## src/rtl/bfs_traverse_controller_pkg.sv

```systemverilog
// rtl/bfs_traverse_controller_pkg.sv - shared node-list field layout and BFS controller state encoding
package bfs_traverse_controller_pkg;

    localparam int NODE_W_DEF = 5;
    localparam int ADDR_W_DEF = 6;

    // Head word: {has_list, first_entry_addr}; entry word: {neighbour, has_next, next_addr}
    localparam logic LIST_PRESENT = 1'b1;
    localparam logic NEXT_PRESENT = 1'b1;

    function automatic int head_has_list_bit(input int addr_w);
        return addr_w;
    endfunction

    function automatic int entry_has_next_bit(input int addr_w);
        return addr_w;
    endfunction

    function automatic int entry_neighbour_lsb(input int addr_w);
        return addr_w + 1;
    endfunction

    typedef enum logic [2:0] {
        S_IDLE,
        S_CLEAR,
        S_SEED,
        S_DEQUEUE,
        S_WAIT_HEAD,
        S_WAIT_ENT,
        S_DONE
    } state_t;

endpackage

```

## src/rtl/bfs_queue.sv

```systemverilog
// rtl/bfs_queue.sv - synchronous FIFO of node ids with a combinationally visible head entry
module bfs_queue #(
    parameter int W  = 5,
    parameter int AW = 5
) (
    input  logic          clk,
    input  logic          rst,
    input  logic          clear,
    input  logic          push,
    input  logic [W-1:0]  din,
    input  logic          pop,
    output logic [W-1:0]  head,
    output logic          empty,
    output logic          full
);
    localparam int DEPTH = 1 << AW;

    logic [W-1:0]  mem [DEPTH];
    logic [AW-1:0] wr_ptr;
    logic [AW-1:0] rd_ptr;
    logic [AW:0]   count;

    logic do_push;
    logic do_pop;

    assign do_push = push && !full;
    assign do_pop  = pop && !empty;
    assign head    = mem[rd_ptr];
    assign empty   = (count == '0);
    assign full    = (count == (AW+1)'(DEPTH));

    always_ff @(posedge clk) begin
        if (do_push) begin
            mem[wr_ptr] <= din;
        end
    end

    always_ff @(posedge clk) begin
        if (rst || clear) begin
            wr_ptr <= '0;
            rd_ptr <= '0;
            count  <= '0;
        end else begin
            if (do_push) begin
                wr_ptr <= wr_ptr + 1'b1;
            end
            if (do_pop) begin
                rd_ptr <= rd_ptr + 1'b1;
            end
            count <= count + (AW+1)'(do_push) - (AW+1)'(do_pop);
        end
    end

    // Visited-on-enqueue bounds occupancy to DEPTH, so these can only fire on a controller bug
    a_no_push_full: assert property (@(posedge clk) disable iff (rst) !(push && full));
    a_no_pop_empty: assert property (@(posedge clk) disable iff (rst) !(pop && empty));

endmodule

```

## src/rtl/bfs_traverse_controller.sv

```systemverilog
// rtl/bfs_traverse_controller.sv - breadth-first walk over head/entry list RAMs from a root node
module bfs_traverse_controller
    import bfs_traverse_controller_pkg::*;
#(
    parameter int NODE_W = NODE_W_DEF,
    parameter int ADDR_W = ADDR_W_DEF
) (
    input  logic                       clk,
    input  logic                       program_reset,
    input  logic                       start_process,
    input  logic [NODE_W-1:0]          start_node,
    output logic                       end_process,
    output logic [NODE_W-1:0]          head_rd_addr,
    input  logic [ADDR_W:0]            head_rd_data,
    output logic [ADDR_W-1:0]          entry_rd_addr,
    input  logic [NODE_W+ADDR_W:0]     entry_rd_data,
    output logic                       visit_valid,
    output logic [NODE_W-1:0]          visit_node,
    output logic [NODE_W:0]            visit_count,
    output logic                       list_error
);
    localparam int N = 1 << NODE_W;

    state_t state;
    state_t state_nx;

    logic [NODE_W-1:0] root;
    logic [N-1:0]      visited;
    logic [ADDR_W-1:0] hop_cnt;

    logic              q_push;
    logic              q_pop;
    logic              q_clear;
    logic [NODE_W-1:0] q_din;
    logic [NODE_W-1:0] q_head;
    logic              q_empty;
    logic              q_full;

    logic              head_has_list;
    logic [ADDR_W-1:0] head_first;
    logic [NODE_W-1:0] ent_nb;
    logic              ent_has_next;
    logic [ADDR_W-1:0] ent_next;
    logic              nb_new;
    logic              hop_limit;

    assign head_has_list = head_rd_data[head_has_list_bit(ADDR_W)];
    assign head_first    = head_rd_data[ADDR_W-1:0];
    assign ent_nb        = entry_rd_data[entry_neighbour_lsb(ADDR_W) +: NODE_W];
    assign ent_has_next  = entry_rd_data[entry_has_next_bit(ADDR_W)];
    assign ent_next      = entry_rd_data[ADDR_W-1:0];
    assign nb_new        = !visited[ent_nb];
    // hop_cnt counts entries already consumed; all-ones means this is the E-th entry of the list
    assign hop_limit     = &hop_cnt;

    bfs_queue #(
        .W  (NODE_W),
        .AW (NODE_W)
    ) u_queue (
        .clk   (clk),
        .rst   (program_reset),
        .clear (q_clear),
        .push  (q_push),
        .din   (q_din),
        .pop   (q_pop),
        .head  (q_head),
        .empty (q_empty),
        .full  (q_full)
    );

    always_comb begin
        state_nx      = state;
        q_push        = 1'b0;
        q_pop         = 1'b0;
        q_clear       = 1'b0;
        q_din         = ent_nb;
        head_rd_addr  = '0;
        entry_rd_addr = '0;
        end_process   = 1'b0;
        case (state)
            S_IDLE: begin
                if (start_process) begin
                    state_nx = S_CLEAR;
                end
            end
            S_CLEAR: begin
                q_clear  = 1'b1;
                state_nx = S_SEED;
            end
            S_SEED: begin
                q_push   = 1'b1;
                q_din    = root;
                state_nx = S_DEQUEUE;
            end
            S_DEQUEUE: begin
                if (q_empty) begin
                    state_nx = S_DONE;
                end else begin
                    q_pop        = 1'b1;
                    head_rd_addr = q_head;
                    state_nx     = S_WAIT_HEAD;
                end
            end
            S_WAIT_HEAD: begin
                if (head_has_list == LIST_PRESENT) begin
                    entry_rd_addr = head_first;
                    state_nx      = S_WAIT_ENT;
                end else begin
                    state_nx = S_DEQUEUE;
                end
            end
            S_WAIT_ENT: begin
                q_push = nb_new;
                if (ent_has_next != NEXT_PRESENT || hop_limit) begin
                    state_nx = S_DEQUEUE;
                end else begin
                    entry_rd_addr = ent_next;
                end
            end
            S_DONE: begin
                end_process = 1'b1;
                if (!start_process) begin
                    state_nx = S_IDLE;
                end
            end
            default: state_nx = S_IDLE;
        endcase
    end

    always_ff @(posedge clk) begin
        if (program_reset) begin
            state       <= S_IDLE;
            root        <= '0;
            visited     <= '0;
            hop_cnt     <= '0;
            visit_valid <= 1'b0;
            visit_node  <= '0;
            visit_count <= '0;
            list_error  <= 1'b0;
        end else begin
            state       <= state_nx;
            visit_valid <= q_pop;
            if (state == S_IDLE && start_process) begin
                root <= start_node;
            end
            if (state == S_CLEAR) begin
                visited     <= '0;
                visit_count <= '0;
                list_error  <= 1'b0;
            end
            if (state == S_SEED) begin
                visited[root] <= 1'b1;
            end
            if (q_pop) begin
                visit_node  <= q_head;
                visit_count <= visit_count + (NODE_W+1)'(1);
                hop_cnt     <= '0;
            end
            if (state == S_WAIT_ENT) begin
                hop_cnt <= hop_cnt + 1'b1;
                if (nb_new) begin
                    visited[ent_nb] <= 1'b1;
                end
                if (ent_has_next == NEXT_PRESENT && hop_limit) begin
                    list_error <= 1'b1;
                end
            end
        end
    end

endmodule

```

## config.mk

```make
export PLATFORM = sky130hd
export DESIGN_NAME = bfs_traverse_controller
export DESIGN_NICKNAME = d
export VERILOG_FILES = /design/src/rtl/bfs_traverse_controller_pkg.sv /design/src/rtl/bfs_queue.sv /design/src/rtl/bfs_traverse_controller.sv
export SDC_FILE = /design/constraint.sdc
export NUM_CORES = 1
export LEC_CHECK = 0
export CAP_MARGIN = 30
export CORE_MARGIN = 2
export CORE_UTILIZATION = 40
export CTS_CLUSTER_DIAMETER = 50
export DETAILED_ROUTE_END_ITERATION = 12
export GPL_ROUTABILITY_DRIVEN = 0
export SLEW_MARGIN = 10
export SYNTH_ARGS = -nofsm -noshare
export SYNTH_HDL_FRONTEND = slang
export SYNTH_SLANG_ARGS = --single-unit
```

## constraint.sdc

```tcl
create_clock -name clk -period 5 [get_ports clk]
set_input_delay 1.25 -clock clk [delete_from_list [all_inputs] [get_ports clk]]
set_output_delay 1.25 -clock clk [all_outputs]
set_load 0.05 [all_outputs]
```

; After elaboration in Yosys (flattened, before gate mapping)
; Memory sizes are Yosys's and may differ from the RTL's. A register that Yosys moved wholly into a read port is not among the register bits.
; Cells that the tools add are included.
[totals]
word_cells = 92
in_bits = 27
mem_count = 1
ramBits = 160
out_inout_bits = 25
register_bits = 75
[classes]
mux = 40
bitwise_logic = 3
reduce_logical = 17
n_eq_ne = 10
n_addsub = 6
n_lt_le_gt_ge = 4
[memory_table]
columns = name, words, word_bits, rd, rd_clocked_by_memory_dff, write_ports, line_no
row1 = u_queue.mem, 32, 5, 1, 1, 1, bfs_queue.sv:18  ; logic [W-1:0] mem [DEPTH];
[op_table]
columns = op, count
row1 = two-way mux 32 bit, 6
row2 = OR 32 bit, 2
row3 = two-way mux 6 bit, 6
row4 = two-way mux 5 bit, 5
row5 = one-hot mux 3 bit (7 select lines), 1
row6 = "adder 6 x 1 -> 6 bit, second input constant", 2
row7 = "less-than comparator 5 x 6 -> 1 bit, second input constant", 2
row8 = two-way mux 1 bit, 12
row9 = two-way mux 3 bit, 4
row10 = one-hot mux 6 bit (2 select lines), 1
row11 = "adder 5 x 1 -> 5 bit, second input constant", 2
row12 = demux 1 bit (select 5 bit), 2
row13 = "greater-or-equal comparator 5 x 1 -> 1 bit, second input constant", 2
row14 = "== test 3 bit, second input constant", 3
row15 = adder 6 x 1 -> 6 bit, 1
row16 = "== test 3 x 2 -> 1 bit, second input constant", 2
row17 = "== test 6 bit, second input constant", 1
row18 = logical AND 1 bit, 6
row19 = zero test 6 bit, 1
row20 = "!= test 2 bit, second input constant", 3
row21 = AND reduction 6 bit, 1
row22 = subtractor 6 x 1 -> 6 bit, 1
row23 = binary-select mux 1 bit (select 5 bit), 1
row24 = nonzero test 2 bit, 2
row25 = other kinds (8), 11

; Logic depth before layout (Yosys ltp)
[logic_depth]
depth_word = 10
depth_mapped = 17
mapped_depth_nobuf = 16

; Modules after synthesis
; From an unflattened synthesis, not the netlist that was laid out.
[unflattened]
hier_cells = 826
area_unflattened_um2 = 10500.1
[modules_own_cells]
columns = module, seq_area_each_um2, area_each_um2, cells_per_inst, n_inst
row1 = bfs_queue, 5225.0, 7417.1, 460, 1
row2 = bfs_traverse_controller, 1181.1, 3083.0, 366, 1

; Worst setup path before layout
; No wires, ideal clock.
[synth_timing]
path_kind = input-to-reg
startpoint = in entry_rd_data[10]
endpoint = reg u_queue.count[4]
required_time_ns = 4.872
path_buffers = 2
stages = 17
t_arrival_ns = 3.713
setup_time_ns = 0.128
path_slack_ns = 1.159
cell_sequence = buf_2 -> and3b_1 -> clkbuf_1 -> a22oi_2 -> o2111ai_2 -> a211o_1 -> o21a_4 -> inv_2 -> ha_1 -> inv_1 -> fa_1 -> inv_1 -> a21oi_1 -> nor2_1 -> nor2_1 -> xor2_1 -> nor2_1
[synth_between]
elab_chain_cells = 7
[synth_rtl]
columns = item, line_no
row1 = from (decl), bfs_traverse_controller.sv:16  ; input logic [NODE_W+ADDR_W:0] entry_rd_data,
row2 = binary-select mux 1 bit (select 5 bit), bfs_traverse_controller.sv:52  ; assign nb_new = !visited[ent_nb];
row3 = two-way mux 1 bit (implied by the code), bfs_traverse_controller.sv:52
row4 = zero test 1 bit, bfs_traverse_controller.sv:52
row5 = one-hot mux 1 bit (2 select lines), bfs_traverse_controller.sv:80  ; case (state)
row6 = logical AND 1 bit, bfs_queue.sv:26  ; assign do_push = push && !full;
row7 = named net u_queue.do_push, bfs_queue.sv:23  ; logic do_push;
row8 = adder 6 x 1 -> 6 bit, bfs_queue.sv:50  ; count <= count + (AW+1)'(do_push) - (AW+1)'(do_pop);
row9 = subtractor 6 x 1 -> 6 bit, bfs_queue.sv:50
row10 = to (signal assigned), bfs_queue.sv:50
row11 = to (decl), bfs_queue.sv:21  ; logic [AW:0] count;
; The timed path passes the listed nets, and every way through them passes these cells. The select of a mux whose other input is x is not followed.
; A chain may end at the register's enable or synchronous reset.

==> key figures <==
Synth
  – Most numerous cell in the Yosys netlist: edfxtp_1
  – Syn Nets: about 800
  – Synth area leader: edfxtp_1
  – Post-Syn Instances: 775
  – Seq cells post-synth: 240
  – Largest cells by area after synthesis: edfxtp_1 45%, dfxtp_1 15%, mux4_2 9.7%
  – Yosys top cell area share: roughly 45%
  – Synth Cell Area: 10700 sq um
  – Asr flop ratio synth: 0%
  – Syn avg cell area: 13.8 sq um
  – Ys flop type: edfxtp_1
  – Syn. warnings: 0
  – EDFF count, synth: 160
  – Most instantiated cells after synthesis: 160 x edfxtp_1, 80 x dfxtp_1, 70 x nor2_1, 46 x mux4_2, 46 x nand2_1
  – Register area share after synthesis: roughly three fifths
  – Netlist cell types: 60

Global routing
  – Vias in the first global route: between 6000 and 7000
  – GRT Util Overall: between 15 and 20%
  – Global-route wire length before repair: ~38000 um
  – Largest net degree at the start of global routing: 39
  – Initial antenna violation count: 0
  – Global route overflow: 0

Critical path
  – Kind of end point of the critical path: output port
  – Setup Crit Path Kind: flop to output port
  – Worst path depth: 6
  – CP required: 3.75 ns
  – R2R Path End: u_queue.count[5]
  – Worst path slowest cell: clkdlybuf4s50_1
  – CP max FO: 22
  – CP Cell Sequence: buf_12, mux4_2, mux4_2, inv_1, a21oi_1, clkdlybuf4s50_1
  – FF-to-FF setup slack: 1.92 ns
  – Most used cell, CP: mux4_2
  – Reg-to-Reg Start: state[1]
  – Crit path buffers/inverters: 3
  – Crit path launch type: flop
  – Top Family by Delay on Critical Path: buffers and inverters
  – Crit path largest cell delay: approximately 0.75 ns
  – R2R cell count: 13
  – Worst EP arrival: 3.22 ns

Floorplanning
  – Chip Height: 167 um
  – Die W: about 170 um
  – Core area: 26100 sq um
  – Initial cell density of the core: 40.9%
  – Die area: 28000 sq um
  – Std cell rows: 59
  – Ports: 52

Clock network
  – CTS max path bufs: 3
  – CTS Sinks: 240
  – H-tree levels: 1
  – Root buf cell: clkbuf_16
  – Clock-pin slew on the worst setup and hold paths: ~0.060 ns
  – Post-CTS setup buffer count: 0
  – Clock Latency Late Sink: around 0.53 ns
  – PostCTS Resize Cnt: 0
  – CTS tree: done
  – Num CTS Buffers: 28
  – Hold-fix buffers, CTS: 0

Placement
  – DP Worst Slack: around 0.42 ns
  – Dpl cell area: around 12000 sq um
  – PortBufs: approximately 50
  – Final HPWL DP: approximately 16000 um
  – Placed cell count: ~1100

Worst hold path
  – Hold_sp: visit_count[5]
  – Type of the most critical hold path: flop to flop
  – Hold Path Stages: 1
  – Hold EP: visit_count[5]

Routing
  – Routed length per instance: 20.1 um
  – Routed vias: 6640
  – Residual DRC: 0
  – DR pass1 iterations: 6
  – Drt total wl: between 20000 and 25000 um
  – Via density: 5.56
  – Final antenna-violating net count: 0
  – Iteration-0 DRC Markers: approximately 650

Outcome
  – Status: finished, final reports clean

Finish
  – # nets final: approximately 880
  – Share of post-route cells with drive strength above 1: slightly above 20%
  – Fin cells: 1194
  – ANT cells: 0
  – Layout area overhead: 18.1%
  – Post-route cell area: 12600 sq um

Power
  – Worst vdd ir: around 0.43 mV
  – Lkg Pwr: around 4.2 nW
  – Power per cell area: roughly 420 nW/um^2

STA
  – Worst Setup Slack, final: 0.528 ns
  – Clk_skew: 0.0108 ns
  – Final period utilization: around 90%
  – TNS Setup: 0 ns
  – Fin. max-slew vios: 0
  – RSZ-0062 raised after global routing: no
  – Fmax: roughly 220 MHz
  – Fin crit period: 4.47 ns
  – Rel. slew slack: 41.3%
  – Final setup violating endpoints: 0
  – Hold Fails Final Rpt: 0
  – Worst Hold Margin: roughly 0.47 ns
  – Worst Tran Pin Value: approximately 0.9 ns

Flow run
  – Maxcap violations: 0
[power breakdown]
group          switching, mW  internal [mW]
clock                  0.783           1.27
combinational          0.538          0.329
sequential            0.0640           2.25
[per-stage QoR]
| stage | utilization, % | power [mW] |
|---|---|---|
| floorplan | - | 2.94 |
| global placement | 44.4 | 3.20 |
| detailed placement | 44.7 | 3.23 |
| CTS | 48.3 | 5.29 |
| global route | 48.3 | 5.46 |
| finish | 48.3 | 5.24 |
[routing by layer]
| metal | vias up | wire, um | GRT usage (%) |
|---|---|---|---|
| met4 | 0 | 417 | 4.46 |
| met1 | 3328 | 10700 | 23.6 |
| met2 | 171 | 11800 | 28.9 |
| met3 | 30 | 1010 | 2.36 |
| met5 | - | 0 | 0 |
| li1 | 3111 | - | - |
[worst reg2reg max path: stages (launching register included)]
cell and delay, ns:
dfxtp_1 0.61, nand2_1 0.17, a211o_1 0.32, inv_1 0.20, buf_4 0.23, ha_1 0.22
inv_1 0.06, ha_1 0.26, a21o_1 0.18, a21oi_1 0.23, o21bai_1 0.10, a21oi_1 0.18
xnor2_1 0.13, nor2_1 0.05
[worst max-delay path by stage]
| stage | endpoint | slack (ns) |
|---|---|---|
| after global routing | head_rd_addr[2] | 0.39 |
| after floorplan | u_queue.count[4] | 1.16 |
| after detailed placement | u_queue.count[4] | 0.42 |
| after global placement | u_queue.count[4] | 0.47 |
| after CTS | head_rd_addr[2] | 0.50 |
| final | head_rd_addr[2] | 0.53 |
[registers in the layout, summed over array words and instances, names as in the netlist, named ones only]
| signal | cells |
|---|---|
| visited | 32 |
| list_error | 1 |
| u_queue.rd_ptr | 5 |
| u_queue.count | 6 |
| visit_node | 5 |
| root | 5 |
| visit_valid | 1 |
| u_queue.wr_ptr | 5 |
| state | 3 |
| visit_count | 6 |
| u_queue.mem | 160 |
| hop_cnt | 6 |
[final cells by class]
class                      instances  area [sq um]
fill                            2294         13500
timing repair buffer              82           797
sequential                       240          6410
inverter                          21          78.8
tap                              335           419
multi-input combinational        464          3970
clock inverter                    15           188
clock buffer                      37           756
[cell families (layout without fill, tap and decap cells)]
| logic type | Yosys count | count (layout) | share of synthesized area [%] |
|---|---|---|---|
| AO/OA/AOI/OAI | 119 | 119 | 8.43 |
| AND/OR/NAND/NOR | 239 | 239 | 12.7 |
| flip-flops | 240 | 240 | 60.0 |
| buffers and inverters | 71 | 155 | 2.97 |
| multiplexers | 81 | 81 | 13.2 |
| adder cells (fa/ha/maj) | 17 | 17 | 2.06 |
| XOR/XNOR | 8 | 8 | 0.656 |
[layout by cell type (no fill, tap or decap), types with 9 or more instances in the layout]
cell / instances
ha_1: 16
a21oi_1: 38
a222oi_1: 16
and3_1: 10
nand3_1: 27
mux2i_1: 23
dfxtp_1: 78
clkdlybuf4s50_1: 44
clkbuf_16: 29
buf_4: 28
a22oi_1: 22
nor3b_1: 11
nor3_1: 9
nand2_1: 46
edfxtp_1: 160
mux4_2: 46
nor3b_2: 22
inv_1: 19
nor2_1: 70
Power figures use the tool's default switching activity.
==> variant, RTL diff (same settings) <==
Change the package constant `NODE_W_DEF` from 5 to 6.
--- a/src/rtl/bfs_traverse_controller_pkg.sv
+++ b/src/rtl/bfs_traverse_controller_pkg.sv
@@ -3,3 +3,3 @@
 
-    localparam int NODE_W_DEF = 5;
+    localparam int NODE_W_DEF = 6;
     localparam int ADDR_W_DEF = 6;
Ports: changed (5 resized); port bits go from 52 to 57. No check against the original RTL was run, so the function may have changed too.
==> variant against the unedited design <==
Wire length is 110% higher. Worst hold slack improved by 17 ps. Power rose by 81%. Cell count is 82% higher. Sequential cell count rose by 263. Setup slack lost 230 ps. Area after synthesis up 96%. Clock skew rose by 12 ps. Cell area rose by 96%. Sequential share of layout area is 5.4 points higher. Critical endpoint is now head_rd_addr[5]. Largest cell class unchanged. Highest routed layer is now met5.
==> variant: results (changes against the unedited design) <==
metric,value,unit,change
whs_path_depth,2,,was 1
muxShareOfSynthArea,0.149,,was 0.132
synth_common_cells,"384 x edfxtp_1, 119 x dfxtp_1, 116 x nor2_1",,"was 160 x edfxtp_1, 80 x dfxtp_1, 70 x nor2_1"
dp_hpwl,32100,µm,was 16000 µm
vias_per_cell,5.67,,was 5.56
layout.nets,1498,,was 881
drtIter0Drc,1168,,was 653
antenna_found_initial,1,,was 0
h-tree-depth,2,,was 1
synth_fp_nets,1359,,was 819
syn_area_per_cell,15.9,µm²,was 13.8 µm²
min_from,hop_cnt[5],,was visit_count[5]
yosys-top-cells-area,"edfxtp_1 55%, mux4_2 12%, dfxtp_1 11%",,"was edfxtp_1 45%, dfxtp_1 15%, mux4_2 9.7%"
r2r-start,u_queue.count[4],,was state[1]
synthAdderAreaFrac,0.00873,,was 0.0206
p_leak,8.04,nW,was 4.16 nW
top_regs,"u_queue.mem x384, visited x64",,"was u_queue.mem x160, visited x32"
synth_compound_area_frac,0.0774,,was 0.0843
outcome,"finished, final reports clean",,unchanged
p_sw,2.28,mW,was 1.39 mW
irDropWorstVdd,0.232,mV,was 0.430 mV
crit_arrival,3450,ps,was 3220 ps
dp.cells,2078,,was 1142
first_global_vias,12585,,was 6657
pg_seq,4.70,mW,was 2.32 mW
share_seq_of_total_power,0.494,,was 0.442
firstDrtPassIters,5,,was 6
grt_max_degree,91,,was 39
skew,22.7,ps,was 10.8 ps
numCtsBuffers,54,,was 28
wl,50600,µm,was 24000 µm
[variant: changes by cell type in the layout (fill, tap and decap cells not counted), sizes merged, moves of 46 or more]
cell,delta
o22ai,+65
a22oi,+48
buf,+90
mux4,+74
edfxtp,+224
nor2,+46
[variant: layout make-up]
class	instances	area, µm²	share of cell area
Clock buffer	70	1450	0.0586
Tap cell	680	851	0.0344
Inverter	15	56.3	0.00227
Timing Repair Buffer	171	1530	0.0617
Sequential cell	503	13900	0.562
Multi-Input combinational cell	710	6640	0.268
Clock inverter	30	305	0.0123
[variant: final timing paths]
check / endpoint / slack, ps
hold / removal: hop_cnt[5] / 480
setup / recovery: head_rd_addr[5] / 300
setup reg to reg: u_queue.count[6] / 1410
hold reg to reg: hop_cnt[5] / 480
[variant: metal layers]
layer  track usage  wire (µm)
met1         0.267      22800
met2         0.297      23600
met3        0.0324       2880
met4        0.0607       1320
met5             0         18
[variant: worst min-delay path, stage by stage (launching register included)]
cell     delay, ps
dfxtp_1        320
nand3_1         60
a21oi_1         50
